### src/rtl/arm_pkg.sv
// -----------------------------------------------------------------------------
// arm_pkg
// Shared definitions for the 5-stage ARM core pipeline registers.
//   ARM_DATA_W      default width of PC and operand values
//   ARM_REG_ADDR_W  default register index width (16 architectural registers)
//   EXE_CMD_W       width of the ALU command field
//   exe_cmd_e       ALU command encodings produced by the decoder
//   id_ex_ctrl_t    decoded control bundle carried from ID into EXE
// -----------------------------------------------------------------------------
package arm_pkg;

    localparam int ARM_DATA_W     = 32;
    localparam int ARM_REG_ADDR_W = 4;
    localparam int EXE_CMD_W      = 4;

    typedef enum logic [EXE_CMD_W-1:0] {
        EXE_NOP = 4'b0000,
        EXE_MOV = 4'b0001,
        EXE_ADD = 4'b0010,
        EXE_ADC = 4'b0011,
        EXE_SUB = 4'b0100,
        EXE_SBC = 4'b0101,
        EXE_AND = 4'b0110,
        EXE_ORR = 4'b0111,
        EXE_EOR = 4'b1000,
        EXE_MVN = 4'b1001
    } exe_cmd_e;

    typedef struct packed {
        logic                 wb_en;
        logic                 mem_r_en;
        logic                 mem_w_en;
        logic                 b;
        logic                 s;
        logic [EXE_CMD_W-1:0] exe_cmd;
    } id_ex_ctrl_t;

endpackage

### src/rtl/pipe_field_reg.sv
// -----------------------------------------------------------------------------
// pipe_field_reg
// Generic pipeline field register: clears to 0, holds, or loads.
//   W     field width
//   clk   rising-edge clock
//   rst   synchronous active-high reset (highest priority)
//   clr   synchronous clear (bubble insertion), overrides hold
//   hold  keep the current contents
//   d     next value
//   q     registered value
// -----------------------------------------------------------------------------
module pipe_field_reg #(
    parameter int W = 1
) (
    input  logic         clk,
    input  logic         rst,
    input  logic         clr,
    input  logic         hold,
    input  logic [W-1:0] d,
    output logic [W-1:0] q
);

    always_ff @(posedge clk) begin
        if (rst || clr) begin
            q <= '0;
        end else if (!hold) begin
            q <= d;
        end
    end

endmodule

### src/rtl/id_ex_pipe_reg.sv
// -----------------------------------------------------------------------------
// id_ex_pipe_reg
// ID/EX pipeline register. Captures decoded control, operands and immediate
// fields from ID and presents them to EXE one cycle later.
//   Priority per edge: rst > flush > freeze > load.
//   flush loads a bubble (everything 0, ex_valid 0) even if freeze is high.
//   An invalid ID slot (id_valid=0) loads its side-effect control bits as 0
//   while data fields are still captured.
//
// Ports
//   clk, rst                    clock, synchronous active-high reset
//   freeze                      hazard stall, hold every field
//   flush                       branch taken, insert bubble
//   id_valid                    ID holds a real instruction
//   id_wb_en .. id_s            decoded control bits
//   id_exe_cmd                  ALU command
//   id_pc                       PC+4 of the instruction
//   id_val_rn, id_val_rm        register-file read values
//   id_imm, id_shift_operand,
//   id_signed_imm_24            immediate fields
//   id_dest, id_src1, id_src2   register indices
//   id_status                   NZCV snapshot
//   ex_*                        registered copies, including ex_valid
//
// Build option
//   ID_EX_FWD_SRC_EN  when defined, ex_src1/ex_src2 are registered for the
//                     forwarding unit; otherwise they are tied to 0.
// -----------------------------------------------------------------------------
module id_ex_pipe_reg
    import arm_pkg::*;
#(
    parameter int DATA_W     = ARM_DATA_W,
    parameter int REG_ADDR_W = ARM_REG_ADDR_W
) (
    input  logic                  clk,
    input  logic                  rst,
    input  logic                  freeze,
    input  logic                  flush,

    input  logic                  id_valid,
    input  logic                  id_wb_en,
    input  logic                  id_mem_r_en,
    input  logic                  id_mem_w_en,
    input  logic                  id_b,
    input  logic                  id_s,
    input  logic [3:0]            id_exe_cmd,
    input  logic [DATA_W-1:0]     id_pc,
    input  logic [DATA_W-1:0]     id_val_rn,
    input  logic [DATA_W-1:0]     id_val_rm,
    input  logic                  id_imm,
    input  logic [11:0]           id_shift_operand,
    input  logic [23:0]           id_signed_imm_24,
    input  logic [REG_ADDR_W-1:0] id_dest,
    input  logic [REG_ADDR_W-1:0] id_src1,
    input  logic [REG_ADDR_W-1:0] id_src2,
    input  logic [3:0]            id_status,

    output logic                  ex_valid,
    output logic                  ex_wb_en,
    output logic                  ex_mem_r_en,
    output logic                  ex_mem_w_en,
    output logic                  ex_b,
    output logic                  ex_s,
    output logic [3:0]            ex_exe_cmd,
    output logic [DATA_W-1:0]     ex_pc,
    output logic [DATA_W-1:0]     ex_val_rn,
    output logic [DATA_W-1:0]     ex_val_rm,
    output logic                  ex_imm,
    output logic [11:0]           ex_shift_operand,
    output logic [23:0]           ex_signed_imm_24,
    output logic [REG_ADDR_W-1:0] ex_dest,
    output logic [REG_ADDR_W-1:0] ex_src1,
    output logic [REG_ADDR_W-1:0] ex_src2,
    output logic [3:0]            ex_status
);

    localparam int CTRL_W = 1 + $bits(id_ex_ctrl_t);
    localparam int OPND_W = 3 * DATA_W;
    localparam int IMMF_W = 1 + 12 + 24 + REG_ADDR_W + 4;

    // Side-effect bits are gated by id_valid so an invalid slot can never
    // write the register file, touch memory, branch or update flags.
    id_ex_ctrl_t id_ctrl;
    id_ex_ctrl_t ex_ctrl;

    always_comb begin
        id_ctrl          = '0;
        id_ctrl.wb_en    = id_wb_en    & id_valid;
        id_ctrl.mem_r_en = id_mem_r_en & id_valid;
        id_ctrl.mem_w_en = id_mem_w_en & id_valid;
        id_ctrl.b        = id_b        & id_valid;
        id_ctrl.s        = id_s        & id_valid;
        id_ctrl.exe_cmd  = id_exe_cmd;
    end

    // ---- ID -> EX boundary: control group ----
    pipe_field_reg #(.W(CTRL_W)) u_ctrl_reg (
        .clk  (clk),
        .rst  (rst),
        .clr  (flush),
        .hold (freeze),
        .d    ({id_valid, id_ctrl}),
        .q    ({ex_valid, ex_ctrl})
    );

    assign ex_wb_en    = ex_ctrl.wb_en;
    assign ex_mem_r_en = ex_ctrl.mem_r_en;
    assign ex_mem_w_en = ex_ctrl.mem_w_en;
    assign ex_b        = ex_ctrl.b;
    assign ex_s        = ex_ctrl.s;
    assign ex_exe_cmd  = ex_ctrl.exe_cmd;

    // ---- ID -> EX boundary: operand group ----
    pipe_field_reg #(.W(OPND_W)) u_opnd_reg (
        .clk  (clk),
        .rst  (rst),
        .clr  (flush),
        .hold (freeze),
        .d    ({id_pc, id_val_rn, id_val_rm}),
        .q    ({ex_pc, ex_val_rn, ex_val_rm})
    );

    // ---- ID -> EX boundary: immediate / index group ----
    pipe_field_reg #(.W(IMMF_W)) u_immf_reg (
        .clk  (clk),
        .rst  (rst),
        .clr  (flush),
        .hold (freeze),
        .d    ({id_imm, id_shift_operand, id_signed_imm_24, id_dest, id_status}),
        .q    ({ex_imm, ex_shift_operand, ex_signed_imm_24, ex_dest, ex_status})
    );

`ifdef ID_EX_FWD_SRC_EN
    // ---- ID -> EX boundary: source indices for the forwarding unit ----
    pipe_field_reg #(.W(2 * REG_ADDR_W)) u_src_reg (
        .clk  (clk),
        .rst  (rst),
        .clr  (flush),
        .hold (freeze),
        .d    ({id_src1, id_src2}),
        .q    ({ex_src1, ex_src2})
    );
`else
    // Forwarding disabled: no source-index flops, outputs constant 0.
    logic unused_src;
    assign unused_src = ^{id_src1, id_src2};
    assign ex_src1    = '0;
    assign ex_src2    = '0;
`endif

endmodule

### config.mk
export PLATFORM = sky130hd
export DESIGN_NAME = id_ex_pipe_reg
export DESIGN_NICKNAME = d
export VERILOG_FILES = /design/src/rtl/arm_pkg.sv /design/src/rtl/pipe_field_reg.sv /design/src/rtl/id_ex_pipe_reg.sv
export SDC_FILE = /design/constraint.sdc
export NUM_CORES = 1
export LEC_CHECK = 0
export CAP_MARGIN = 20
export CORE_MARGIN = 2
export CORE_UTILIZATION = 34
export DETAILED_ROUTE_END_ITERATION = 6
export GPL_TIMING_DRIVEN = 1
export PLACE_DENSITY_LB_ADDON = 0.25
export SYNTH_ARGS = -nofsm -noshare
export SYNTH_HDL_FRONTEND = slang
export SYNTH_SLANG_ARGS = --single-unit
### constraint.sdc
create_clock -name clk -period 0.9 [get_ports clk]
set_input_delay 0.09 -clock clk [delete_from_list [all_inputs] [get_ports clk]]
set_output_delay 0.09 -clock clk [all_outputs]
set_load 0.05 [all_outputs]
==> qor.yml <==
run_status:
  run_status: "finished, violations left"
  violated_checks: "setup timing"
cts:
  tritoncts_num_sinks: 151
  clk_transition_reported_paths_ps: 60
  cts_made_buffers: 17
  ctsLongestPathBuffers: 2
  cts_htree_levels: 4
  clock_latency_ps: 420
  clk_tree_root_cell: "sky130_fd_sc_hd__clkbuf_16"
  cts_tree: "done"
  cts_hold_buffers: 0
placement:
  weighted_congestion_at_the_end_of_routability_driven_global_placement: 0.770
  hpwlAfterDp_mm: 13.1
  dpl-instance-area_um2: 10200
  place.port_buffers: 305
  pre_cts_setup_slack_ps: -381
worst_setup_path:
  worst_path_dominant_cell_family: "flip-flops"
  cpMaxStageDelayCell: "sky130_fd_sc_hd__dfxtp_2"
  cells_along_the_critical_path: "buf_12"
  critical_path_cell_count: 1
  worstPathMaxFanout: 2
  arrival_ps: 920
  worstSetupStartpoint: "u_opnd_reg.q[14]$_SDFFE_PP0N_"
  crit_required_ps: 810
  critical_path_buf_inv_count: 1
  crit_path_start_kind: "flop"
  crit-reg2reg-launch: "u_opnd_reg.q[38]$_SDFFE_PP0N_"
  rr_worst_depth: 4
  regToRegSetupSlack_ps: 40
  r2r-end: "u_opnd_reg.q[38]$_SDFFE_PP0N_"
  kind_of_critical_path: "flop to output pin"
  critical_path.endpoint: "ex_val_rm[14]"
  slowest_delay_ps: 360
  critPathCaptureType: "output pin"
sta:
  hold_viol_final: 0
  setup-violations-final: 151
  timing.fmax_mhz: 989
  final.period_utilization: 1.12
  timing.final.max_slew_violations: 0
  setup_ws_final_ps: -111
  timing.setup.tns_ps: -14560
  worst_clock_skew_ps: 0
  post-route-min-period_ps: 1010
  rsz0062_at_grt: "yes"
synthesis:
  number_of_register_bits_inferred_by_synthesis: 151
  post_synth_main_area_contributors: "sky130_fd_sc_hd__dfxtp_1 55%, sky130_fd_sc_hd__mux2i_1 27%, sky130_fd_sc_hd__nor2_1 10%"
  synth.distinct_cells: 12
  ys_warn_count: 0
  yosys.area.top_type: "sky130_fd_sc_hd__dfxtp_1"
  syn_avg_cell_area_um2: 10.9
  async_flop_share: 0
  synth_most_common_cell: "sky130_fd_sc_hd__dfxtp_1"
  area_share_of_the_largest_cell_type_after_synthesis: 0.554
  synth_seq_area_share: 0.554
  postSynth.topFlopCell: "sky130_fd_sc_hd__dfxtp_1"
  synth_edf_count: 0
  synthesis.instances: 503
  synth_top_cells_by_count: "151 x sky130_fd_sc_hd__dfxtp_1, 146 x sky130_fd_sc_hd__mux2i_1, 146 x sky130_fd_sc_hd__nor2_1"
  synth_area_um2: 5460
routing:
  met2_wire_length_mm: 9.39
  drc_violation_count_after_routing: 0
  detail_route.wirelength.met1_mm: 5.77
  vias_per_cell: 4.47
  vias: 4722
  wire_per_inst_um: 16.2
  drt_wl_total_mm: 17.1
  routed-wl-met3_mm: 1.56
  dr.pass1.iters: 4
  detail-route-antenna-nets: 0
  drt_iter0_drc: 130
  top_layer: "met4"
floorplan:
  die-area_um2: 17100
  ioPinCount: 322
  fp-row-count: 46
  die_height_um: 131
  core_um2: 15800
  initial_core_util: 0.346
  die_width_um: 131
finish:
  nets: 991
  areaGrowthSynthToFinish_pct: 104
  antennaDiodeCount: 0
  finalInstanceArea_um2: 11100
  drive_gt1_frac: 0.442
power_and_ir_drop:
  vdd.ir_drop.worst_v: 0.00116
  power.static_leakage_nw: 4.75
  pwr_density_cell_nw_per_um2: 1590
min_path:
  worstHoldPathType: "primary input to flop"
global_routing:
  grt_use_total: 0.199
  grt_first_pass_wirelength_mm: 26.0
  vias_in_the_first_global_route: 5034
  initial_antenna_violation_count: 0
  grt_overflow_total: 0
  grt_start_max_net_pins: 43
flow_run:
  timing.max_cap.violations: 0
## sequential cells by signal (all words and copies together), names as in the netlist
name,flops
u_ctrl_reg.q,10
u_opnd_reg.q,96
u_immf_reg.q,45
## stage by stage
stage / power, W / hold slack (ps) / cells / utilization
floorplan: 0.00877 / 234 / 510 / -
global placement: 0.0105 / 482 / 1006 / 0.646
detailed placement: 0.0106 / 493 / 1006 / 0.646
CTS: 0.0179 / 138 / 1050 / 0.702
global route: 0.0184 / 158 / 1057 / 0.707
finish: 0.0177 / 151 / 1057 / 0.707
## cell families (layout without fill, tap and decap cells)
group           count (synthesis)  in the layout  share of synthesized area
buf+inv                        43            374                     0.0612
mux                           146            146                      0.268
simple gates                  157            157                      0.112
other cells                     1              8                   0.000687
compound gates                  5              5                    0.00458
flops                         151            151                      0.554
## worst min path at each step
stage / startpoint / depth (start not counted) / slack (ps) / end
after floorplan: id_exe_cmd[0] / 2 / 230 / u_ctrl_reg.q[0]$_SDFFE_PP0N_
after global placement: u_ctrl_reg.q[4]$_SDFFE_PP0N_ / 2 / 480 / u_ctrl_reg.q[4]$_SDFFE_PP0N_
after detailed placement: u_ctrl_reg.q[6]$_SDFFE_PP0N_ / 2 / 490 / u_ctrl_reg.q[6]$_SDFFE_PP0N_
after CTS: freeze / 4 / 140 / u_ctrl_reg.q[4]$_SDFFE_PP0N_
after global routing: freeze / 4 / 160 / u_ctrl_reg.q[4]$_SDFFE_PP0N_
final: freeze / 4 / 150 / u_ctrl_reg.q[7]$_SDFFE_PP0N_
## placed cells by master, fill, tap and decap left out
cell,count
sky130_fd_sc_hd__buf_4,31
sky130_fd_sc_hd__nand3b_1,5
sky130_fd_sc_hd__dfxtp_2,144
sky130_fd_sc_hd__dfxtp_4,7
sky130_fd_sc_hd__conb_1,8
sky130_fd_sc_hd__clkinv_4,2
sky130_fd_sc_hd__clkbuf_1,2
sky130_fd_sc_hd__clkbuf_16,17
sky130_fd_sc_hd__nor2_2,1
sky130_fd_sc_hd__inv_6,1
sky130_fd_sc_hd__buf_12,156
sky130_fd_sc_hd__clkinvlp_4,2
sky130_fd_sc_hd__or2_4,1
sky130_fd_sc_hd__nand2_1,5
sky130_fd_sc_hd__buf_6,1
sky130_fd_sc_hd__clkinv_2,4
sky130_fd_sc_hd__bufinv_16,3
sky130_fd_sc_hd__nor2_1,145
sky130_fd_sc_hd__mux2i_1,146
sky130_fd_sc_hd__clkbuf_8,2
sky130_fd_sc_hd__a21oi_1,5
sky130_fd_sc_hd__clkdlybuf4s50_1,153
## timing repair
item | CTS | global route
endpoints found under the setup margin | 152 | 152
buffers inserted | 12 | 7
cloned | 0 | 0
resized for setup | 152 | 8
## layer usage
| layer | vias to the layer above | global-route usage |
|---|---|---|
| met2 | 179 | 0.375 |
| met4 | 0 | 0.0682 |
| met5 | - | 0 |
| met1 | 2212 | 0.194 |
| met3 | 28 | 0.0863 |
| li1 | 2303 | - |
## cell type report
class                      instances  area [µm²]
timing repair buffer             342        4910
fill                            1116        4630
sequential                       151        3230
multi-input combinational        316        2130
clock buffer                      20         447
tap                              216         270
clock inverter                    12         151
## report_power, final
group	leakage [nW]	internal (W)	switching, W
combinational	3.16	0.00182	0.00152
clock	0.290	0.00443	0.00275
sequential	1.30	0.00694	0.000231
total	4.75	0.0132	0.00450
No activity file was read; power rests on OpenSTA's default activity.
